$ cat config.mk
export PLATFORM = sky130hd
export DESIGN_NAME = beta_fetch_unit_flat
export DESIGN_NICKNAME = d
export VERILOG_FILES = /design/src/rtl/beta_fetch_if.sv /design/src/rtl/beta_fetch_unit.sv /design/src/flat_wrapper.sv
export SDC_FILE = /design/constraint.sdc
export NUM_CORES = 1
export LEC_CHECK = 0
export ABC_CLOCK_PERIOD_IN_PS = 5400
export CORE_ASPECT_RATIO = 1.1
export CORE_MARGIN = 8
export CORE_UTILIZATION = 39
export DETAILED_ROUTE_END_ITERATION = 16
export PLACE_DENSITY = 0.72
export REMOVE_ABC_BUFFERS = 1
export SLEW_MARGIN = 0
export SYNTH_ARGS = -nofsm -noshare
export SYNTH_HDL_FRONTEND = slang
export SYNTH_SLANG_ARGS = --single-unit
$ cat constraint.sdc
create_clock -name clk -period 5.4 [get_ports clk]
set_clock_uncertainty 0.2 [all_clocks]
set_input_delay 0.54 -clock clk [delete_from_list [all_inputs] [get_ports clk]]
set_output_delay 0.54 -clock clk [all_outputs]
set_load 0.02 [all_outputs]
$ cat src/rtl/beta_fetch_if.sv
// Instruction-memory read port between the Beta fetch unit (master) and imem (slave).
interface beta_fetch_if;
    logic [31:0] imem_addr;
    logic        imem_req;
    logic        imem_ack;
    logic [31:0] imem_rdata;

    modport master (output imem_addr, imem_req, input  imem_ack, imem_rdata);
    modport slave  (input  imem_addr, imem_req, output imem_ack, imem_rdata);
endinterface

$ cat src/rtl/beta_fetch_unit.sv
// Beta instruction-fetch stage: holds the PC, issues imem word reads with a
// bounded wait, latches the instruction and computes the next PC on request.
module beta_fetch_unit #(
    parameter int unsigned TIMEOUT_CYCLES = 15,
    parameter logic [31:0] RESET_VEC      = 32'h80000000,
    parameter logic [31:0] ILLOP_VEC      = 32'h80000004,
    parameter logic [31:0] XADR_VEC       = 32'h80000008
) (
    input  logic               clk,
    input  logic               reset,
    input  logic               fetch_start,
    input  logic               pc_update,
    input  logic [2:0]         pc_sel,
    input  logic               br_taken,
    input  logic [31:0]        ra_data,
    beta_fetch_if.master       imem,
    output logic [31:0]        pc,
    output logic [31:0]        pc_plus4,
    output logic [31:0]        instr,
    output logic               instr_valid,
    output logic               fetch_busy,
    output logic               fetch_fault,
    output logic               protocol_err
);

    typedef enum logic [1:0] {IDLE, REQ, HOLD} state_t;

    localparam logic [7:0] LAST_CNT = 8'(TIMEOUT_CYCLES - 1);

    state_t      state, state_nxt;
    logic [7:0]  wait_cnt;
    logic [31:0] addr_q;
    logic        req_q;
    logic        do_fetch, do_update, do_latch, do_abort, cnt_inc, perr;
    logic [31:0] br_off, br_tgt, npc, pc_nxt;

    assign imem.imem_addr = addr_q;
    assign imem.imem_req  = req_q;
    assign fetch_busy     = (state == REQ);

    // Supervisor bit pc[31] rides through sequential and branch arithmetic untouched.
    assign pc_plus4 = (pc & 32'h80000000) | ((pc + 32'd4) & 32'h7FFFFFFF);
    assign br_off   = {{14{instr[15]}}, instr[15:0], 2'b00};
    assign br_tgt   = (pc & 32'h80000000) | ((pc_plus4 + br_off) & 32'h7FFFFFFF);

    always_comb begin
        npc = ILLOP_VEC;
        case (pc_sel)
            3'd0:    npc = pc_plus4;
            3'd1:    npc = br_taken ? br_tgt : pc_plus4;
            // A user-mode jump can never set the supervisor bit.
            3'd2:    npc = {pc[31] & ra_data[31], ra_data[30:0]};
            3'd4:    npc = XADR_VEC;
            3'd5:    npc = RESET_VEC;
            default: npc = ILLOP_VEC;
        endcase
        pc_nxt = npc & ~32'h3;
    end

    always_comb begin
        state_nxt = state;
        do_fetch  = 1'b0;
        do_update = 1'b0;
        do_latch  = 1'b0;
        do_abort  = 1'b0;
        cnt_inc   = 1'b0;
        perr      = 1'b0;
        case (state)
            REQ: begin
                perr = fetch_start | pc_update;
                if (imem.imem_ack) begin
                    do_latch  = 1'b1;
                    state_nxt = HOLD;
                end else if (wait_cnt == LAST_CNT) begin
                    do_abort  = 1'b1;
                    state_nxt = IDLE;
                end else begin
                    cnt_inc = 1'b1;
                end
            end
            default: begin
                if (pc_update) begin
                    do_update = 1'b1;
                    perr      = fetch_start;
                    state_nxt = IDLE;
                end else if (fetch_start) begin
                    do_fetch  = 1'b1;
                    state_nxt = REQ;
                end
            end
        endcase
    end

    always_ff @(posedge clk) begin
        if (!reset) begin
            state        <= IDLE;
            pc           <= RESET_VEC;
            addr_q       <= RESET_VEC;
            req_q        <= 1'b0;
            instr        <= 32'h0;
            instr_valid  <= 1'b0;
            fetch_fault  <= 1'b0;
            protocol_err <= 1'b0;
            wait_cnt     <= 8'd0;
        end else begin
            state       <= state_nxt;
            fetch_fault <= do_abort;
            if (perr)
                protocol_err <= 1'b1;
            if (cnt_inc)
                wait_cnt <= wait_cnt + 8'd1;
            if (do_fetch) begin
                req_q       <= 1'b1;
                addr_q      <= {pc[31:2], 2'b00};
                instr_valid <= 1'b0;
                wait_cnt    <= 8'd0;
            end
            if (do_latch) begin
                instr       <= imem.imem_rdata;
                instr_valid <= 1'b1;
                req_q       <= 1'b0;
            end
            if (do_abort) begin
                req_q       <= 1'b0;
                instr_valid <= 1'b0;
            end
            if (do_update) begin
                pc          <= pc_nxt;
                instr_valid <= 1'b0;
            end
        end
    end

endmodule

$ cat src/flat_wrapper.sv
// flat-port wrapper written by rule: the top's interface ports become plain ports
module beta_fetch_unit_flat 
#(
    parameter int unsigned TIMEOUT_CYCLES = 15,
    parameter logic [31:0] RESET_VEC      = 32'h80000000,
    parameter logic [31:0] ILLOP_VEC      = 32'h80000004,
    parameter logic [31:0] XADR_VEC       = 32'h80000008
)
  (clk, reset, fetch_start, pc_update, pc_sel, br_taken, ra_data, pc, pc_plus4, instr, instr_valid, fetch_busy, fetch_fault, protocol_err, imem_imem_addr, imem_imem_req, imem_imem_ack, imem_imem_rdata);
  beta_fetch_if imem_i ();
  input  logic clk;
  input  logic reset;
  input  logic fetch_start;
  input  logic pc_update;
  input  logic [2:0] pc_sel;
  input  logic br_taken;
  input  logic [31:0] ra_data;
  output logic [31:0] pc;
  output logic [31:0] pc_plus4;
  output logic [31:0] instr;
  output logic instr_valid;
  output logic fetch_busy;
  output logic fetch_fault;
  output logic protocol_err;
  output wire logic [$bits(imem_i.imem_addr)-1:0] imem_imem_addr;
  output wire logic [$bits(imem_i.imem_req)-1:0] imem_imem_req;
  input wire logic [$bits(imem_i.imem_ack)-1:0] imem_imem_ack;
  input wire logic [$bits(imem_i.imem_rdata)-1:0] imem_imem_rdata;
  assign imem_imem_addr = imem_i.imem_addr;
  assign imem_imem_req = imem_i.imem_req;
  assign imem_i.imem_ack = imem_imem_ack;
  assign imem_i.imem_rdata = imem_imem_rdata;
  beta_fetch_unit #(.TIMEOUT_CYCLES(TIMEOUT_CYCLES), .RESET_VEC(RESET_VEC), .ILLOP_VEC(ILLOP_VEC), .XADR_VEC(XADR_VEC)) u_core (.clk(clk), .reset(reset), .fetch_start(fetch_start), .pc_update(pc_update), .pc_sel(pc_sel), .br_taken(br_taken), .ra_data(ra_data), .imem(imem_i), .pc(pc), .pc_plus4(pc_plus4), .instr(instr), .instr_valid(instr_valid), .fetch_busy(fetch_busy), .fetch_fault(fetch_fault), .protocol_err(protocol_err));
endmodule
* Yosys cells after proc, flatten, opt, wreduce, memory -nomap -nowiden
Index checks and enable logic that the tools add are counted.
** Operators by class
- $add $sub $neg :: 3
- Equal/unequal tests :: 7
- Mux-type cells :: 24
- Bitwise logic cells :: 5
- Reduce and logical (&&, ||, !) cells :: 7
** Operators by type and width (number)
- one-hot mux 32 bit (5 select lines) :: 1
- OR 32 x 31 -> 32 bit :: 2
- 2-to-1 mux 32 bit :: 1
- adder 31 x 3 -> 31 bit, second input constant :: 1
- adder 31 bit :: 1
- 2-to-1 mux 1 bit :: 17
- 2-to-1 mux 2 bit :: 5
- adder 8 x 1 -> 8 bit, second input constant :: 1
- equality test 8 x 4 -> 1 bit, second input constant :: 1
- equality test 3 bit, second input constant :: 2
- OR reduction 3 bit :: 2
- equality test 3 x 1 -> 1 bit, second input constant :: 1
- equality test 3 x 2 -> 1 bit, second input constant :: 1
- zero test 3 bit :: 1
- inequality test 3 x 1 -> 1 bit, second input constant :: 1
- nonzero test 3 bit :: 1
- equality test 2 x 1 -> 1 bit, second input constant :: 1
- AND reduction 2 bit :: 1
- nonzero test 2 bit :: 1
- OR reduction 2 bit :: 1
- AND 1 bit :: 1
- NOT 1 bit :: 1
- OR 1 bit :: 1
** Storage, ports and cells
- Bits in registers :: 106
- Input port bits :: 73
- Output and inout bits :: 133

* Longest topological paths before layout
Gate-level depths: netlist of the first run.
- Word-level depth :: 6
- Gate-level depth with buffers :: 16

* Worst setup path after synthesis of the first run
Ideal clock, no wire load.
- Path type :: reg2reg
- From :: register u_core.pc[4]
- To :: register u_core.pc[30]
- Arrival :: 3742 ps
- Slack :: 1332 ps
- Cell stages (with the launch flop) :: 16
- Path buffers :: 1
- Clock period less this slack :: 4068 ps
- Cells stage by stage :: dfxtp_1 and4_1 and4_1 buf_6 and2_1 nand2_1 xnor2_1 ha_1 a41o_1 a21oi_1 and3_4 a211oi_1 or3_1 a41oi_2 xnor2_1 o22ai_2
** Between the ends
- Longest elaborated chain between the ends :: 6
** Ends and longest elaborated chain
- start: declaration :: line beta_fetch_unit.sv:17 : output logic [31:0] pc,
- start signal: assignment :: line beta_fetch_unit.sv:128 : pc <= pc_nxt;
- adder 31 x 3 -> 31 bit :: line beta_fetch_unit.sv:42 : assign pc_plus4 = (pc & 32'h80000000) | ((pc + 32'd4) & 32'h7FFFFFFF);
- OR 32 x 31 -> 32 bit :: line beta_fetch_unit.sv:42
- net pc_plus4[12] :: line flat_wrapper.sv:19 : output logic [31:0] pc_plus4;
- adder 31 bit :: line beta_fetch_unit.sv:44 : assign br_tgt = (pc & 32'h80000000) | ((pc_plus4 + br_off) & 32'h7FFFFFFF);
- OR 32 x 31 -> 32 bit :: line beta_fetch_unit.sv:44
- 2-to-1 mux 32 bit :: line beta_fetch_unit.sv:50 : 3'd1: npc = br_taken ? br_tgt : pc_plus4;
- one-hot mux 32 bit (5 select lines) :: line beta_fetch_unit.sv:48 : case (pc_sel)
The timed path passes the listed nets, and every way through them passes these cells.
A chain may end at the register's enable or synchronous reset.

* Worst setup path in the final report of the first run
- From :: register u_core.pc[4]
- To :: register u_core.pc[26]
** Between the ends
- Longest elaborated chain between the ends :: 6
** Ends and longest elaborated chain (line)
- adder 31 x 3 -> 31 bit (*) :: beta_fetch_unit.sv:42
- OR 32 x 31 -> 32 bit (*) :: beta_fetch_unit.sv:42
- adder 31 bit :: beta_fetch_unit.sv:44
- OR 32 x 31 -> 32 bit :: beta_fetch_unit.sv:44
- 2-to-1 mux 32 bit :: beta_fetch_unit.sv:50
- one-hot mux 32 bit (5 select lines) (*) :: beta_fetch_unit.sv:48
Mark *: on every way between the ends. The rest lies on a longest branch, timed or not.

==> flow_results.xml, run 1 <==
<?xml version="1.0" encoding="UTF-8"?>
<metrics>
  <group name="placement">
    <metric name="total_half_perimeter_wirelength_after_legalization_and_detailed_placement" unit="mm">17.40</metric>
    <metric name="place_congestion" unit="">0.9093</metric>
    <metric name="port_buf_inserts" unit="">197</metric>
  </group>
  <group name="logic_synthesis">
    <metric name="synth_area_per_cell" unit="um^2">7.821</metric>
    <metric name="async_set_or_reset_flop_fraction_in_the_synthesized_netlist" unit="%">0</metric>
    <metric name="syn-cell-area" unit="um^2">6726</metric>
    <metric name="synth-seq-cells" unit="">106</metric>
    <metric name="yosys_warnings" unit="">0</metric>
    <metric name="syn_inst" unit="">860</metric>
    <metric name="yosys_most_used_dff" unit="">sky130_fd_sc_hd__dfxtp_1</metric>
    <metric name="synth_cell_type_count" unit="">71</metric>
    <metric name="synth_enable_flop_cells" unit="">0</metric>
    <metric name="synth_sequential_area_ratio" unit="%">31.55</metric>
  </group>
  <group name="cells_and_area">
    <metric name="finalNetCount" unit="">1142</metric>
    <metric name="layout.core_utilization" unit="%">53.90</metric>
    <metric name="share_of_final_layout_standard_cells_stronger_than_drive_strength_1" unit="%">4.541</metric>
    <metric name="synthToLayoutAreaGrowth" unit="%">35.84</metric>
    <metric name="diodes" unit="">0</metric>
  </group>
  <group name="timing">
    <metric name="final-hold-violation-count" unit="">0</metric>
    <metric name="timing.slew.headroom" unit="%">39.42</metric>
    <metric name="clock.fmax" unit="MHz">231.5</metric>
    <metric name="setup_viol_count_final" unit="">0</metric>
    <metric name="final.hold.worst_slack" unit="ps">260.6</metric>
    <metric name="max_slew.worst_pin.slew" unit="ps">907.5</metric>
    <metric name="final_min_period_over_clock_period" unit="%">79.98</metric>
    <metric name="setup_tns" unit="ps">0</metric>
    <metric name="rsz0062_at_grt" unit="">false</metric>
    <metric name="drv_slew" unit="">0</metric>
    <metric name="timing.final.crit_period" unit="ps">4319</metric>
  </group>
  <group name="pwr">
    <metric name="p_per_area" unit="nW/um^2">192.8</metric>
    <metric name="netSwitchingPower" unit="uW">512.4</metric>
    <metric name="fin_total_pwr" unit="uW">1762</metric>
    <metric name="power.share.clock" unit="%">37.3</metric>
    <metric name="share_seq_of_total_power" unit="%">46.3</metric>
    <metric name="vdd_ir_drop_max" unit="mV">0.1814</metric>
    <metric name="static-leakage-power" unit="uW">0.003475</metric>
    <metric name="p_sw_share" unit="%">29.08</metric>
    <metric name="internal_power" unit="uW">1250</metric>
    <metric name="power.combinational.fraction" unit="%">16.4</metric>
  </group>
  <group name="outcome">
    <metric name="run_status" unit="">completed</metric>
  </group>
  <group name="floorplanning">
    <metric name="coreArea" unit="um^2">16950</metric>
    <metric name="initial_utilization" unit="%">39.68</metric>
    <metric name="placementRows" unit="">50</metric>
    <metric name="design.portCount" unit="">206</metric>
    <metric name="die-area" unit="um^2">21710</metric>
    <metric name="die_height" unit="um">153.7</metric>
    <metric name="die_width" unit="um">141.2</metric>
  </group>
  <group name="setup_path">
    <metric name="crit_path_frequent_cell" unit="">sky130_fd_sc_hd__a21oi_1</metric>
    <metric name="crit_path_top_delay_cell" unit="">sky130_fd_sc_hd__and4_1</metric>
    <metric name="worst-endpoint-required" unit="ps">5450</metric>
    <metric name="worst_reg2reg_path_length_in_cells" unit="">14</metric>
    <metric name="path_max_fanout" unit="">8</metric>
    <metric name="criticalPathCategory" unit="">register to register</metric>
    <metric name="reg2reg_slack" unit="ps">1080</metric>
    <metric name="crit-reg2reg-launch" unit="">u_core.pc[4]$_SDFFE_PN0P_</metric>
    <metric name="slowest_delay" unit="ps">510</metric>
    <metric name="timing.critical_path.cells" unit="">and4_1, and4_1, and2_1, nand2_1, xnor2_1, ha_1, a41o_1, a21oi_1, and3_4, a21oi_1, a21oi_1, o31a_1, xor2_1, o21ai_0</metric>
    <metric name="critPathLaunchType" unit="">register</metric>
    <metric name="worst_path_arrival_time" unit="ps">4360</metric>
    <metric name="cp-endpoint" unit="">u_core.pc[26]$_SDFFE_PN0P_</metric>
    <metric name="crit_path_start" unit="">u_core.pc[4]$_SDFFE_PN0P_</metric>
    <metric name="critical_path.reg2reg.endpoint" unit="">u_core.pc[26]$_SDFFE_PN0P_</metric>
    <metric name="timing.critical_path.to_type" unit="">register</metric>
  </group>
  <group name="clocking">
    <metric name="cts.repair.resized" unit="">0</metric>
    <metric name="cts.sinks" unit="">106</metric>
    <metric name="cts_inserted_buffers" unit="">9</metric>
    <metric name="clockBufferDepth" unit="">2</metric>
    <metric name="root_buffer" unit="">sky130_fd_sc_hd__clkbuf_16</metric>
    <metric name="post_cts.repair.setup_buffers" unit="">0</metric>
    <metric name="clock_tree.htree_level_count" unit="">3</metric>
    <metric name="cts_hold_buffers" unit="">0</metric>
    <metric name="worstSkewPairLatency" unit="ps">360</metric>
    <metric name="tritoncts" unit="">built</metric>
    <metric name="worst_setup_hold_path_clk_slew" unit="ps">70</metric>
  </group>
  <group name="detailed_routing">
    <metric name="dr.pass1.iters" unit="">7</metric>
    <metric name="routedWlPerCell" unit="um">18.00</metric>
    <metric name="post_drt_via_cell_ratio" unit="">5.321</metric>
    <metric name="number_of_nets_with_antenna_violations_after_detailed_routing" unit="">0</metric>
    <metric name="wl" unit="mm">22.84</metric>
    <metric name="detail_route.drc_violations" unit="">0</metric>
    <metric name="drt_first_iter_violations" unit="">413</metric>
    <metric name="detailroute.via_count" unit="">6752</metric>
  </group>
  <group name="run">
    <metric name="cap_violations" unit="">0</metric>
  </group>
  <group name="grt">
    <metric name="grt_pass1_wl" unit="mm">36.21</metric>
    <metric name="grt-ovfl-total" unit="">0</metric>
    <metric name="track_usage" unit="%">20.86</metric>
    <metric name="first_global_vias" unit="">6705</metric>
    <metric name="grt_start_max_net_pins" unit="">62</metric>
    <metric name="antenna_violations_before_repair" unit="">0</metric>
  </group>
  <group name="worst_hold_path">
    <metric name="min_from" unit="">u_core.imem.imem_addr[28]$_SDFFE_PN0P_</metric>
    <metric name="min-delay-path-class" unit="">register to register</metric>
  </group>
</metrics>
## metal layers
metal / part of all wire, % / up-vias / track usage, %
li1: - / 3358 / -
met1: 42 / 3163 / 24.28
met2: 48 / 205 / 35.58
met3: 8.5 / 26 / 6.349
met4: 2.0 / 0 / 7.172
met5: 0 / - / 0
## state kept, by name, summed over array words and instances, names as in the netlist
register and count:
u_core.instr 32, u_core.wait_cnt 8, u_core.imem.imem_addr 30, u_core.instr_valid 1
u_core.protocol_err 1, u_core.state 2, u_core.pc 30, u_core.imem.imem_req 1
u_core.fetch_fault 1
## metrics by stage
step,cells,worst slack [ps],cell area [um^2]
2_1_floorplan,810,1211,6502
3_3_place_gp,1253,1174,8852
3_5_place_dp,1253,1160,8852
4_1_cts,1269,1127,9138
5_1_grt,1269,825.1,9138
6_report,1269,1081,9138
## power by group through the flow
stage / Combinational, uW / Clock (uW) / Sequential, uW
2_1_floorplan: 117 / 0 / 848
3_3_place_gp: 288 / 0 / 833
3_5_place_dp: 290 / 0 / 834
4_1_cts: 291 / 679 / 815
5_1_grt: 313 / 702 / 818
6_report: 290 / 657 / 815
## worst max-delay path, delay by kind of cell (launching register included)
family / cells / cell delay (ps)
simple gates: 5 / 1410
compound gates: 6 / 1270
flops: 1 / 480
xor+xnor: 2 / 480
fa+ha+maj: 1 / 370
## cells by family after synthesis
kind of cell             Yosys count  synth area share (%)
AO/OA/AOI/OAI                    240                 25.04
multiplexers                       3                0.4650
adder cells (fa/ha/maj)           40                 7.515
flip-flops                       106                 31.55
XOR/XNOR                          53                 7.013
other                              1               0.05575
buffers and inverters             74                 4.669
AND/OR/NAND/NOR                  343                 23.70
## area by class of cell
type | instances | area, um^2
fillers | 1597 | 7816
multi-input cells | 685 | 4309
flip-flops and latches | 106 | 2122
repair buffers | 209 | 2057
well taps | 234 | 292.8
clock buffers | 9 | 225.2
inverters | 19 | 71.32
clock inverters | 7 | 60.06
## cells in the mapped netlist, types with 17 or more instances
master / number / area, um^2
sky130_fd_sc_hd__nand2_1: 189 / 709.4
sky130_fd_sc_hd__dfxtp_1: 106 / 2122
sky130_fd_sc_hd__a21boi_0: 69 / 518.0
sky130_fd_sc_hd__nor2_1: 45 / 168.9
sky130_fd_sc_hd__clkbuf_1: 44 / 165.2
sky130_fd_sc_hd__a21oi_1: 41 / 205.2
sky130_fd_sc_hd__o21ai_0: 39 / 195.2
sky130_fd_sc_hd__ha_1: 38 / 475.5
sky130_fd_sc_hd__xnor2_1: 29 / 254.0
sky130_fd_sc_hd__xor2_1: 23 / 201.4
sky130_fd_sc_hd__inv_1: 19 / 71.32
sky130_fd_sc_hd__nand4_1: 17 / 106.4
## placed cells by master, fill, tap and decap left out, types with 4 or more instances in the layout
master | Yosys | routed
sky130_fd_sc_hd__nor3_1 | 16 | 16
sky130_fd_sc_hd__clkbuf_16 | 0 | 9
sky130_fd_sc_hd__o22ai_1 | 4 | 4
sky130_fd_sc_hd__o21ai_0 | 39 | 39
sky130_fd_sc_hd__nand3_1 | 16 | 16
sky130_fd_sc_hd__xor2_1 | 23 | 23
sky130_fd_sc_hd__o21a_1 | 4 | 4
sky130_fd_sc_hd__ha_1 | 38 | 38
sky130_fd_sc_hd__a31oi_1 | 5 | 5
sky130_fd_sc_hd__o211ai_1 | 5 | 5
sky130_fd_sc_hd__a22o_1 | 4 | 4
sky130_fd_sc_hd__nor2_1 | 45 | 45
sky130_fd_sc_hd__a21o_1 | 14 | 14
sky130_fd_sc_hd__and3_1 | 9 | 9
sky130_fd_sc_hd__nand2_1 | 189 | 189
sky130_fd_sc_hd__buf_4 | 7 | 12
sky130_fd_sc_hd__o31ai_1 | 5 | 5
sky130_fd_sc_hd__a222oi_1 | 6 | 6
sky130_fd_sc_hd__xnor2_1 | 29 | 29
sky130_fd_sc_hd__a22oi_1 | 12 | 12
sky130_fd_sc_hd__a21boi_0 | 69 | 69
sky130_fd_sc_hd__clkdlybuf4s50_1 | 0 | 196
sky130_fd_sc_hd__nand4_1 | 17 | 17
sky130_fd_sc_hd__a221o_1 | 4 | 4
sky130_fd_sc_hd__a21oi_1 | 41 | 41
sky130_fd_sc_hd__dfxtp_1 | 106 | 106
sky130_fd_sc_hd__inv_1 | 19 | 19
sky130_fd_sc_hd__and4_1 | 6 | 6
sky130_fd_sc_hd__and2_1 | 15 | 15
sky130_fd_sc_hd__nand2b_1 | 5 | 5
sky130_fd_sc_hd__conb_1 | 1 | 6
## how the worst min path moves through the flow
stage / end / slack [ps] / cells after the start
2_1_floorplan: u_core.state[0]$_SDFFE_PN0P_ / 220 / 1
3_3_place_gp: u_core.state[0]$_SDFFE_PN0P_ / 240 / 1
3_5_place_dp: u_core.imem.imem_addr[28]$_SDFFE_PN0P_ / 260 / 2
4_1_cts: u_core.imem.imem_addr[28]$_SDFFE_PN0P_ / 270 / 2
5_1_grt: u_core.imem.imem_addr[25]$_SDFFE_PN0P_ / 280 / 2
6_report: u_core.imem.imem_addr[28]$_SDFFE_PN0P_ / 260 / 2
(Power assumes the default switching activity.)
==> run 2, diff against run 1 <==
Settings changed: ABC_CLOCK_PERIOD_IN_PS 5400 to 3600, PLACE_DENSITY 0.72 to 0.74.
Clock period 5.4 ns to 3.6 ns, I/O delays scaled along.
==> run 2 against run 1 <==
Global-route usage is 0.71 points higher. Sequential cell count stayed put. Critical path depth is 1 higher. Power is 58% higher. Fmax is 22% higher. Final cell count is 6.2% higher. Count of clock-buffer cells in the layout is 3 higher. Critical path type unchanged. Largest power group unchanged.
==> flow_results.xml, run 2 (same netlist as run 1, synthesis figures left out) <==
<?xml version="1.0" encoding="UTF-8"?>
<metrics>
  <group name="cells_and_area">
    <metric name="largest_register_ff_count" unit="">32</metric>
    <metric name="mostFrequentLayoutCells" unit="">196 x sky130_fd_sc_hd__clkdlybuf4s50_1, 189 x sky130_fd_sc_hd__nand2_1, 102 x sky130_fd_sc_hd__dfxtp_1</metric>
    <metric name="registers.top_by_ff_count" unit="">u_core.instr</metric>
    <metric name="layoutNonFillerInstCount" unit="">1348</metric>
    <metric name="final-seq-area" unit="um^2">2127</metric>
    <metric name="finalNetCount" unit="">1221</metric>
    <metric name="synthToLayoutAreaGrowth" unit="%">49.78</metric>
    <metric name="mostFrequentLayoutCell" unit="">sky130_fd_sc_hd__clkdlybuf4s50_1</metric>
    <metric name="final.fill_count" unit="">1555</metric>
    <metric name="multiInputGateArea" unit="um^2">4579</metric>
    <metric name="layout.core_utilization" unit="%">59.42</metric>
    <metric name="share_of_final_layout_standard_cells_stronger_than_drive_strength_1" unit="%">15.53</metric>
    <metric name="diodes" unit="">0</metric>
  </group>
  <group name="setup_path">
    <metric name="critPathLaunchType" unit="">register</metric>
    <metric name="path_delay_family" unit="">compound AO/OA/AOI/OAI gates</metric>
    <metric name="worst_path_arrival_time" unit="ps">3590</metric>
    <metric name="timing.critical_path.cells" unit="">and4_4, and4_4, buf_6, buf_12, nand4_4, nor2_2, xor2_2, ha_1, a21o_1, a21oi_1, o21ai_0, a31oi_1, o31ai_2, xor2_1, a221o_1</metric>
    <metric name="criticalPathCategory" unit="">register to register</metric>
    <metric name="crit_path_top_delay_cell" unit="">sky130_fd_sc_hd__dfxtp_2</metric>
    <metric name="crit_path_frequent_cell" unit="">sky130_fd_sc_hd__and4_4</metric>
    <metric name="timing.critical_path.to_type" unit="">register</metric>
    <metric name="reg2reg_slack" unit="ps">60</metric>
    <metric name="worst-endpoint-required" unit="ps">3650</metric>
    <metric name="path_max_fanout" unit="">5</metric>
    <metric name="slowest_delay" unit="ps">330</metric>
    <metric name="cp_num_buf_inv" unit="">2</metric>
  </group>
  <group name="clocking">
    <metric name="worstSkewPairLatency" unit="ps">360</metric>
    <metric name="worst_setup_hold_path_clk_slew" unit="ps">70</metric>
    <metric name="clockBufferDepth" unit="">2</metric>
    <metric name="cts_inserted_buffers" unit="">9</metric>
    <metric name="clock_tree.htree_level_count" unit="">3</metric>
    <metric name="root_buffer" unit="">sky130_fd_sc_hd__clkbuf_16</metric>
    <metric name="cts.sinks" unit="">106</metric>
    <metric name="tritoncts" unit="">built</metric>
  </group>
  <group name="timing">
    <metric name="final_min_period_over_clock_period" unit="%">98.30</metric>
    <metric name="fin_ws" unit="ps">61.08</metric>
    <metric name="timing.final.crit_period" unit="ps">3539</metric>
    <metric name="max_slew.worst_pin.slew" unit="ps">1123</metric>
    <metric name="drv_slew" unit="">0</metric>
    <metric name="setup_viol_count_final" unit="">0</metric>
    <metric name="clock.fmax" unit="MHz">282.6</metric>
    <metric name="rsz0062_at_grt" unit="">true</metric>
    <metric name="final-hold-violation-count" unit="">0</metric>
    <metric name="timing.slew.headroom" unit="%">24.95</metric>
  </group>
  <group name="grt">
    <metric name="grt_pass1_wl" unit="mm">37.32</metric>
    <metric name="globalRouteMet2Util" unit="%">36.09</metric>
    <metric name="track_usage" unit="%">21.57</metric>
    <metric name="met1_grt_util" unit="%">24.76</metric>
    <metric name="grt_start_max_net_pins" unit="">74</metric>
    <metric name="met3_usage" unit="%">7.278</metric>
    <metric name="first_global_vias" unit="">7043</metric>
    <metric name="grt-busiest-layer" unit="">met2</metric>
    <metric name="antenna_violations_before_repair" unit="">0</metric>
    <metric name="grt-ovfl-total" unit="">0</metric>
  </group>
  <group name="detailed_routing">
    <metric name="dr.pass1.iters" unit="">7</metric>
    <metric name="post_drt_via_cell_ratio" unit="">5.284</metric>
    <metric name="wl" unit="mm">24.29</metric>
    <metric name="number_of_nets_with_antenna_violations_after_detailed_routing" unit="">0</metric>
    <metric name="detailroute.via_count" unit="">7123</metric>
    <metric name="detail_route.drc_violations" unit="">0</metric>
    <metric name="drt_first_iter_violations" unit="">440</metric>
    <metric name="routedWlPerCell" unit="um">18.02</metric>
  </group>
  <group name="floorplanning">
    <metric name="initial_utilization" unit="%">39.68</metric>
    <metric name="design.portCount" unit="">206</metric>
    <metric name="coreArea" unit="um^2">16950</metric>
    <metric name="die-area" unit="um^2">21710</metric>
    <metric name="die_width" unit="um">141.2</metric>
    <metric name="die_height" unit="um">153.7</metric>
    <metric name="placementRows" unit="">50</metric>
  </group>
  <group name="outcome">
    <metric name="run_status" unit="">completed</metric>
  </group>
  <group name="pwr">
    <metric name="static-leakage-power" unit="uW">0.004015</metric>
    <metric name="p_per_area" unit="nW/um^2">275.9</metric>
    <metric name="vdd_ir_drop_max" unit="mV">0.2143</metric>
    <metric name="fin_total_pwr" unit="uW">2780</metric>
  </group>
  <group name="placement">
    <metric name="total_half_perimeter_wirelength_after_legalization_and_detailed_placement" unit="mm">18.27</metric>
    <metric name="place_congestion" unit="">0.9402</metric>
    <metric name="port_buf_inserts" unit="">197</metric>
    <metric name="post-place-ws" unit="ps">-40.95</metric>
    <metric name="number_of_instances_in_the_placed_design" unit="">1323</metric>
  </group>
  <group name="run">
    <metric name="cap_violations" unit="">0</metric>
  </group>
  <group name="worst_hold_path">
    <metric name="min-delay-path-class" unit="">input port to register</metric>
  </group>
</metrics>
-- run 2: metrics by stage --
step                      instance area (um^2)  hold slack [ps]  setup TNS [ps]
final                                    10070            227.5               0
after detailed placement                  9415            241.6          -95.23
after floorplan                           6502            222.8           -4987
after global routing                     10070            243.1          -145.7
after global placement                    9415            238.4               0
after CTS                                 9777            216.5               0
-- run 2: final cells by class --
| type | instances | share of cell area, % |
|---|---|---|
| Tap cell | 234 | 2.906 |
| Timing Repair Buffer | 287 | 26.64 |
| Clock buffer | 12 | 2.447 |
| Clock inverter | 4 | 0.7327 |
| Sequential cell | 106 | 21.11 |
| Inverter | 19 | 0.7079 |
| Multi-Input combinational cell | 686 | 45.45 |
-- run 2: final timing paths --
path / from / endpoint / cells after the start
setup / recovery: u_core.pc[7]$_SDFFE_PN0P_ / u_core.pc[27]$_SDFFE_PN0P_ / 15
hold / removal: reset / u_core.imem.imem_addr[27]$_SDFFE_PN0P_ / 2
setup reg to reg: u_core.pc[7]$_SDFFE_PN0P_ / u_core.pc[27]$_SDFFE_PN0P_ / 15
hold reg to reg: u_core.state[0]$_SDFFE_PN0P_ / u_core.state[0]$_SDFFE_PN0P_ / 1
-- run 2: report_power, final --
| group | switching, uW | internal, uW | total (uW) |
|---|---|---|---|
| Sequential | 19.3 | 1200 | 1220 |
| Combinational | 257 | 223 | 480 |
| Clock | 453 | 631 | 1080 |
| Total | 729 | 2050 | 2780 |
-- run 2: repair_timing --
item / in CTS / in global routing
gates cloned: 0 / 1
endpoints found under the setup margin: 5 / 14
setup buffers: 1 / 7
gates resized for setup: 8 / 49
pin swaps: 1 / 21
hold buffers: 0 / 0
-- run 2: per-layer routing --
metal	vias up	wire length, um
met1	3293	9868
met2	268	11410
li1	3513	-
met5	-	0
met3	49	2199
met4	0	820
